$ cat src/rtl/mlp_seq_ctrl.sv
// Stream sequencer for the MLP inference datapath: routes pixels/weights/biases,
// writes back hidden activations and keeps a running argmax over the output layer.
module mlp_seq_ctrl #(
  parameter int unsigned DATA_W  = 32,
  parameter int unsigned WIDTH   = 18,
  parameter int unsigned RES_W   = 18,
  parameter int unsigned IMG_LEN = 784,
  parameter int unsigned HID_N   = 30,
  parameter int unsigned OUT_N   = 10,
  parameter int unsigned ADDR_W  = 10
) (
  input  logic                    clk,
  input  logic                    reset,
  input  logic                    start,
  output logic                    ready,
  output logic [3:0]              cl_num,
  input  logic [DATA_W-1:0]       s_axis_tdata,
  input  logic                    s_axis_tvalid,
  output logic                    s_axis_tready,
  output logic [WIDTH-1:0]        dp_data,
  output logic                    img_we,
  output logic [ADDR_W-1:0]       img_addr,
  output logic                    mac_en,
  output logic                    mac_clr,
  output logic                    x_sel,
  output logic [ADDR_W-1:0]       x_rd_addr,
  output logic                    bias_en,
  input  logic                    res_valid,
  input  logic signed [RES_W-1:0] res_data,
  output logic                    hid_we,
  output logic [ADDR_W-1:0]       hid_addr
);

  typedef enum logic [3:0] {
    StIdle, StImg, StW1, StB1, StWait1, StW2, StB2, StWait2, StFin
  } state_e;

  localparam logic [ADDR_W-1:0] ImgLast = ADDR_W'(IMG_LEN - 1);
  localparam logic [ADDR_W-1:0] HidLast = ADDR_W'(HID_N - 1);
  localparam logic [ADDR_W-1:0] OutLast = ADDR_W'(OUT_N - 1);
  localparam logic [ADDR_W-1:0] One     = ADDR_W'(1);

  state_e                    state_q, state_d;
  logic                      start_q;
  logic [ADDR_W-1:0]         pix_q, pix_d, nrn_q, nrn_d;
  logic signed [RES_W-1:0]   max_q, max_d;
  logic [3:0]                best_q, best_d;
  logic                      ready_q, ready_d;
  logic [3:0]                cl_num_q, cl_num_d;
  logic [WIDTH-1:0]          dp_data_q, dp_data_d;
  logic                      img_we_q, img_we_d, mac_en_q, mac_en_d, mac_clr_q, mac_clr_d;
  logic                      x_sel_q, x_sel_d, bias_en_q, bias_en_d, hid_we_q, hid_we_d;
  logic [ADDR_W-1:0]         img_addr_q, img_addr_d, x_rd_addr_q, x_rd_addr_d;
  logic [ADDR_W-1:0]         hid_addr_q, hid_addr_d;
  logic                      accept, start_rise;
  logic                      unused_tdata;

  assign s_axis_tready = (state_q == StImg) || (state_q == StW1) || (state_q == StB1) ||
                         (state_q == StW2)  || (state_q == StB2);
  assign accept        = s_axis_tvalid & s_axis_tready;
  assign start_rise    = start & ~start_q;
  assign unused_tdata  = ^s_axis_tdata[DATA_W-1:WIDTH];

  always_comb begin
    state_d     = state_q;
    pix_d       = pix_q;
    nrn_d       = nrn_q;
    max_d       = max_q;
    best_d      = best_q;
    ready_d     = ready_q;
    cl_num_d    = cl_num_q;
    dp_data_d   = dp_data_q;
    img_addr_d  = img_addr_q;
    x_sel_d     = x_sel_q;
    x_rd_addr_d = x_rd_addr_q;
    hid_addr_d  = hid_addr_q;
    img_we_d    = 1'b0;
    mac_en_d    = 1'b0;
    mac_clr_d   = 1'b0;
    bias_en_d   = 1'b0;
    hid_we_d    = 1'b0;
    if (accept) dp_data_d = s_axis_tdata[WIDTH-1:0];

    unique case (state_q)
      StIdle: begin
        if (start_rise) begin
          state_d = StImg;
          pix_d   = '0;
          nrn_d   = '0;
          ready_d = 1'b0;
        end
      end
      StImg: begin
        if (accept) begin
          img_we_d   = 1'b1;
          img_addr_d = pix_q;
          pix_d      = pix_q + One;
          if (pix_q == ImgLast) begin
            state_d = StW1;
            pix_d   = '0;
            nrn_d   = '0;
          end
        end
      end
      StW1, StW2: begin
        if (accept) begin
          mac_en_d    = 1'b1;
          mac_clr_d   = (pix_q == '0);
          x_sel_d     = (state_q == StW2);
          x_rd_addr_d = pix_q;
          pix_d       = pix_q + One;
          if (state_q == StW1 && pix_q == ImgLast) state_d = StB1;
          if (state_q == StW2 && pix_q == HidLast) state_d = StB2;
        end
      end
      StB1: begin
        if (accept) begin
          bias_en_d = 1'b1;
          state_d   = StWait1;
        end
      end
      StB2: begin
        if (accept) begin
          bias_en_d = 1'b1;
          state_d   = StWait2;
        end
      end
      StWait1: begin
        if (res_valid) begin
          hid_we_d   = 1'b1;
          hid_addr_d = nrn_q;
          pix_d      = '0;
          if (nrn_q == HidLast) begin
            state_d = StW2;
            nrn_d   = '0;
          end else begin
            state_d = StW1;
            nrn_d   = nrn_q + One;
          end
        end
      end
      StWait2: begin
        if (res_valid) begin
          // Strict compare so ties keep the lower neuron index.
          if (nrn_q == '0 || res_data > max_q) begin
            max_d  = res_data;
            best_d = 4'(nrn_q);
          end
          if (nrn_q == OutLast) begin
            state_d = StFin;
          end else begin
            state_d = StW2;
            nrn_d   = nrn_q + One;
            pix_d   = '0;
          end
        end
      end
      StFin: begin
        cl_num_d = best_q;
        ready_d  = 1'b1;
        state_d  = StIdle;
      end
      default: state_d = StIdle;
    endcase
  end

  always_ff @(posedge clk or posedge reset) begin
    if (reset) begin
      state_q     <= StIdle;
      start_q     <= 1'b0;
      pix_q       <= '0;
      nrn_q       <= '0;
      max_q       <= '0;
      best_q      <= '0;
      ready_q     <= 1'b1;
      cl_num_q    <= '0;
      dp_data_q   <= '0;
      img_we_q    <= 1'b0;
      img_addr_q  <= '0;
      mac_en_q    <= 1'b0;
      mac_clr_q   <= 1'b0;
      x_sel_q     <= 1'b0;
      x_rd_addr_q <= '0;
      bias_en_q   <= 1'b0;
      hid_we_q    <= 1'b0;
      hid_addr_q  <= '0;
    end else begin
      state_q     <= state_d;
      start_q     <= start;
      pix_q       <= pix_d;
      nrn_q       <= nrn_d;
      max_q       <= max_d;
      best_q      <= best_d;
      ready_q     <= ready_d;
      cl_num_q    <= cl_num_d;
      dp_data_q   <= dp_data_d;
      img_we_q    <= img_we_d;
      img_addr_q  <= img_addr_d;
      mac_en_q    <= mac_en_d;
      mac_clr_q   <= mac_clr_d;
      x_sel_q     <= x_sel_d;
      x_rd_addr_q <= x_rd_addr_d;
      bias_en_q   <= bias_en_d;
      hid_we_q    <= hid_we_d;
      hid_addr_q  <= hid_addr_d;
    end
  end

  assign ready     = ready_q;
  assign cl_num    = cl_num_q;
  assign dp_data   = dp_data_q;
  assign img_we    = img_we_q;
  assign img_addr  = img_addr_q;
  assign mac_en    = mac_en_q;
  assign mac_clr   = mac_clr_q;
  assign x_sel     = x_sel_q;
  assign x_rd_addr = x_rd_addr_q;
  assign bias_en   = bias_en_q;
  assign hid_we    = hid_we_q;
  assign hid_addr  = hid_addr_q;

endmodule
$ cat config.mk
export PLATFORM = sky130hd
export DESIGN_NAME = mlp_seq_ctrl
export DESIGN_NICKNAME = d
export VERILOG_FILES = /design/src/rtl/mlp_seq_ctrl.sv
export SDC_FILE = /design/constraint.sdc
export NUM_CORES = 1
export LEC_CHECK = 0
export BUFFER_PORTS_ARGS = -buffer_cell sky130_fd_sc_hd__buf_2
export CORE_MARGIN = 8
export CORE_UTILIZATION = 54
export DETAILED_ROUTE_END_ITERATION = 7
export PLACE_DENSITY = 0.83
export REMOVE_ABC_BUFFERS = 1
export SYNTH_ARGS = -nofsm -noshare
export SYNTH_HDL_FRONTEND = slang
export SYNTH_SLANG_ARGS = --single-unit
$ cat constraint.sdc
create_clock -name clk -period 4.81 [get_ports clk]
set_clock_uncertainty 0.1 [all_clocks]
set_input_delay 1.443 -clock clk [delete_from_list [all_inputs] [get_ports clk]]
set_output_delay 1.443 -clock clk [all_outputs]
set_load 0.03 [all_outputs]
Word-level counts from Yosys, hierarchy flattened
Index checks and enable logic that the tools add are counted.
{"block": "totals", "regBits": 106, "output_inout_bits": 60}
{"block": "op_classes", "bitwise": 3, "magnitude_cmp": 1, "muxes": 38, "reduce_logical": 23, "n_addsub": 2, "eq_ne": 22}
{"cell": "10-bit two-way mux", "count": 13}
{"cell": "10-bit one-hot mux with 5 select lines", "count": 1}
{"cell": "4-bit two-way mux", "count": 11}
{"cell": "10-bit one-hot mux with 4 select lines", "count": 1}
{"cell": "4-bit one-hot mux with 7 select lines", "count": 1}
{"cell": "10-bit by 1-bit adder with 10-bit output (second input constant)", "count": 2}
{"cell": "10-bit by 5-bit == test with 1-bit output (second input constant)", "count": 2}
{"cell": "10-bit logical NOT", "count": 2}
{"cell": "18-bit > comparator", "count": 1}
{"cell": "4-bit by 3-bit == test with 1-bit output (second input constant)", "count": 4}
{"cell": "2-bit inequality test (second input constant)", "count": 8}
{"cell": "7-bit AND reduction", "count": 2}
{"cell": "10-bit == test (second input constant)", "count": 1}
{"cell": "10-bit by 4-bit == test with 1-bit output (second input constant)", "count": 1}
{"cell": "1-bit two-way mux", "count": 9}
{"cell": "9-bit AND reduction", "count": 1}
{"cell": "4-bit by 2-bit == test with 1-bit output (second input constant)", "count": 2}
{"cell": "2-bit AND reduction", "count": 4}
{"cell": "1-bit logical OR", "count": 5}
{"cell": "5-bit nonzero test", "count": 1}
{"cell": "4-bit by 1-bit == test with 1-bit output (second input constant)", "count": 1}
{"cell": "4-bit == test (second input constant)", "count": 1}
{"cell": "4-bit logical NOT", "count": 1}
{"cell": "4-bit nonzero test", "count": 1}
{"cell": "10 further kinds", "count": 13}

Depth between registers and ports, before layout
{"block": "logic_depth", "word_depth": 8, "mapped_depth": 9}

Least setup slack after synthesis
No wires, ideal clock.
{"block": "synth_path", "path_kind": "input -> register", "startpoint": "input port res_data[13]", "endpoint": "register max_q[0]", "stages": 8, "t_arrival_ps": 3400, "path_slack_ps": 1185, "cell_sequence": "ha_1 > and3_1 > a221oi_1 > nor2_1 > or4_1 > nand3_1 > buf_2 > mux2_2"}
{"block": "synth_between", "elab_chain_cells": 3}
{"element": "start: declaration", "line": "29", "text": "input logic signed [RES_W-1:0] res_data,"}
{"element": "18-bit > comparator", "line": "145", "text": "if (nrn_q == '0 || res_data > max_q) begin"}
{"element": "1-bit logical OR", "line": "145"}
{"element": "3-bit AND reduction (no source line)"}
{"element": "end signal: assignment", "line": "192", "text": "max_q <= max_d;"}
{"element": "end: declaration", "line": "46", "text": "logic signed [RES_W-1:0] max_q, max_d;"}
Every way passes these cells.
A chain may end at the register's enable or synchronous reset.

Worst setup path after layout
Ends and elaborated chain as after synthesis.

==> out/results.tsv <==
metric	value	unit
unrepaired setup endpoints after global routing	false	
Post-synth top flop	dfrtp_1	
GRT overflow	0	
Synth top area share	51.13	%
root buf cell	clkbuf_8	
Peak Freq	0.2539	GHz
worst-path fanout max	14	
clock slew at reported path FFs	0.11	ns
CTS tree	yes	
# diodes	0	
Die X-Extent	113.6	um
Critical Path AT	4.08	ns
endpoint class of the critical path	register	
Final setup viols	0	
ANT nets after route	0	
via/cell ratio	5.608	
layout cells sized above 1	35.87	%
Setup Buffers After CTS	0	
DRC viols	0	
FF+latch area	0.002654	mm^2
Final Hold Fails	0	
CP peak stage delay	0.50	ns
IO Count	115	
router iterations before antenna repair	4	
Power Density	316.8	mW/mm^2
Worst EP required	4.95	ns
Max-slew headroom	30.08	%
crit path launch type	input port	
total number of vias	3819	
Ys Warns	0	
Synth Register Bits	106	
P&R area growth vs syn	16.22	%
setup tns final	0	ns
largest net degree at the start of global routing	69	
asr flop ratio synth	100.0	%
Reg2Reg Setup Slack	1.63	ns
sequential cell area fraction in the yosys report	51.64	%
# H-tree levels	3	
WL per Instance	16.26	um
# nets final	626	
DRT Wirelength	11070	um
most common cell in the synthesized netlist	dfrtp_1	
Hold WC Path Type	register to register	
Synth top cells by count	dfrtp_1 (105), mux2_2 (71), inv_1 (33), o21ai_0 (27), ha_1 (24)	
distinct cell type count after synthesis	50	
crit-path leading delay family	simple AND/OR/NAND/NOR gates	
Final min period	3.939	ns
clk sinks	106	
global-route usage over all layers	17.49	%
vias in the first global route	3901	
area taken by multi-input logic gates	0.002276	mm^2
starting density of the core	55.61	%
worst setup path class	input port to register	
Clock Latency Late Sink	0.36	ns
Post-synth EDFFs	0	
Num CTS Buffers	9	
Starting DRT DRC Count	225	
Post-Syn Area	0.005139	mm^2
Slew Limit Fails	0	
average cell area after synthesis	11.37	um^2
die area	0.01289	mm^2
die extent in y	113.6	um
Max-Cap Viols	0	
CTS Buffer Depth	2	
first-pass GRT wire length	18660	um
status	completed	
pin slew with the least headroom to its limit	1.045	ns
core area	0.009240	mm^2
total power	1892	uW
Detail Placement HPWL	8165	um
area leader, netlist	dfrtp_1	
Tcrit/Tclk final	81.89	%
Worst VDD drop	215.0	uV
crit path cell chain	buf_2 -> ha_1 -> and3_1 -> a221oi_1 -> nor2_1 -> or4_1 -> nand3_1 -> buf_4 -> mux2_2	
Leak	0.002975	uW
Rows	35	
Buf+Inv Stages, Crit Path	2	
critical path's slowest cell	or4_1	
RePlAce Congestion	0.8919	
# port buffers	100	
cells resized by post-CTS repair	0	
# fillers	715	
cts hold-fix bufs	0	
initial antenna violation count	0	
Post-Syn Instances	452	
Area contributors post-synth	dfrtp_1 (51%), mux2_2 (16%), ha_1 (5.8%)	
==> cells by family after synthesis <==
group / Yosys count / share of synthesized area, %
AND/OR/NAND/NOR: 113 / 11.64
multiplexers: 71 / 15.56
AO/OA/AOI/OAI: 86 / 11.25
flip-flops: 106 / 51.64
buffers and inverters: 52 / 4.066
adder cells (fa/ha/maj): 24 / 5.844
==> report_power, final <==
| group | switching (uW) | total, uW | internal, uW |
|---|---|---|---|
| Clock | 308 | 606 | 298 |
| Sequential | 54.6 | 1000 | 947 |
| Combinational | 177 | 284 | 107 |
| Total | 540 | 1890 | 1350 |
==> cell usage in the layout, fill, tap and decap left out, drive strengths merged, types with 4 or more instances in the layout <==
cell,n
nand3,14
inv,36
dfrtp,105
or2,4
o21ai,28
nand2b,6
nand4,6
a21o,7
a21oi,9
clkbuf,9
nand2,19
buf,102
o31ai,13
ha,24
mux2,71
nor2b,7
nor3,10
and3,9
or3,4
nor2,20
a22o,4
==> final timing paths <==
check | from | endpoint | depth (start not counted)
min in group asynchronous | reset | dp_data[9] | 2
max | res_data[13] | max_q[0] | 9
max in group asynchronous | reset | hid_addr[0] | 3
max reg2reg | pix_q[0] | pix_q[3] | 7
min reg2reg | img_addr[2] | img_addr[2] | 2
min | img_addr[2] | img_addr[2] | 2
==> tightest hold or removal path, cell delays in order (launching register included) <==
cell,delay [ns]
dfrtp_1,0.36
nand2_1,0.04
o21ai_0,0.06
==> cell type report <==
type	instances	area share, %
Multi-Input combinational cell	294	38.11
Sequential cell	106	44.44
Clock buffer	9	2.074
Inverter	34	2.179
Clock inverter	7	1.655
Timing Repair Buffer	102	8.841
Tap cell	129	2.703
==> layer usage <==
metal,vias up,share of wire [%],GRT usage (%)
li1,1822,-,-
met1,1866,43,21.71
met2,114,48,28.72
met3,17,6.9,4.754
met4,0,1.7,6.039
met5,-,0,0
==> registers in the layout (all words and copies together) (netlist names) <==
register	cells
img_we	1
nrn_q	10
hid_addr	10
mac_en	1
ready	1
bias_en	1
cl_num	4
start_q	1
mac_clr	1
img_addr	10
x_sel	1
hid_we	1
pix_q	10
state_q	4
x_rd_addr	10
max_q	18
best_q	4
dp_data	18
==> stage by stage <==
step                instance area [um^2]  std cells  setup WS [ns]  hold slack [ns]  utilization, %
finish                              5972        681         0.8713           0.3936           64.63
global route                        5972        681         0.8007           0.4208           64.63
CTS                                 5972        681         0.8970           0.4034           64.63
detailed placement                  5749        665         0.5906           0.3787           62.22
global placement                    5749        665         0.6630           0.3642           62.22
floorplan                           5057        434         0.4798           0.3751               -
No activity file was read; power rests on OpenSTA's default activity.
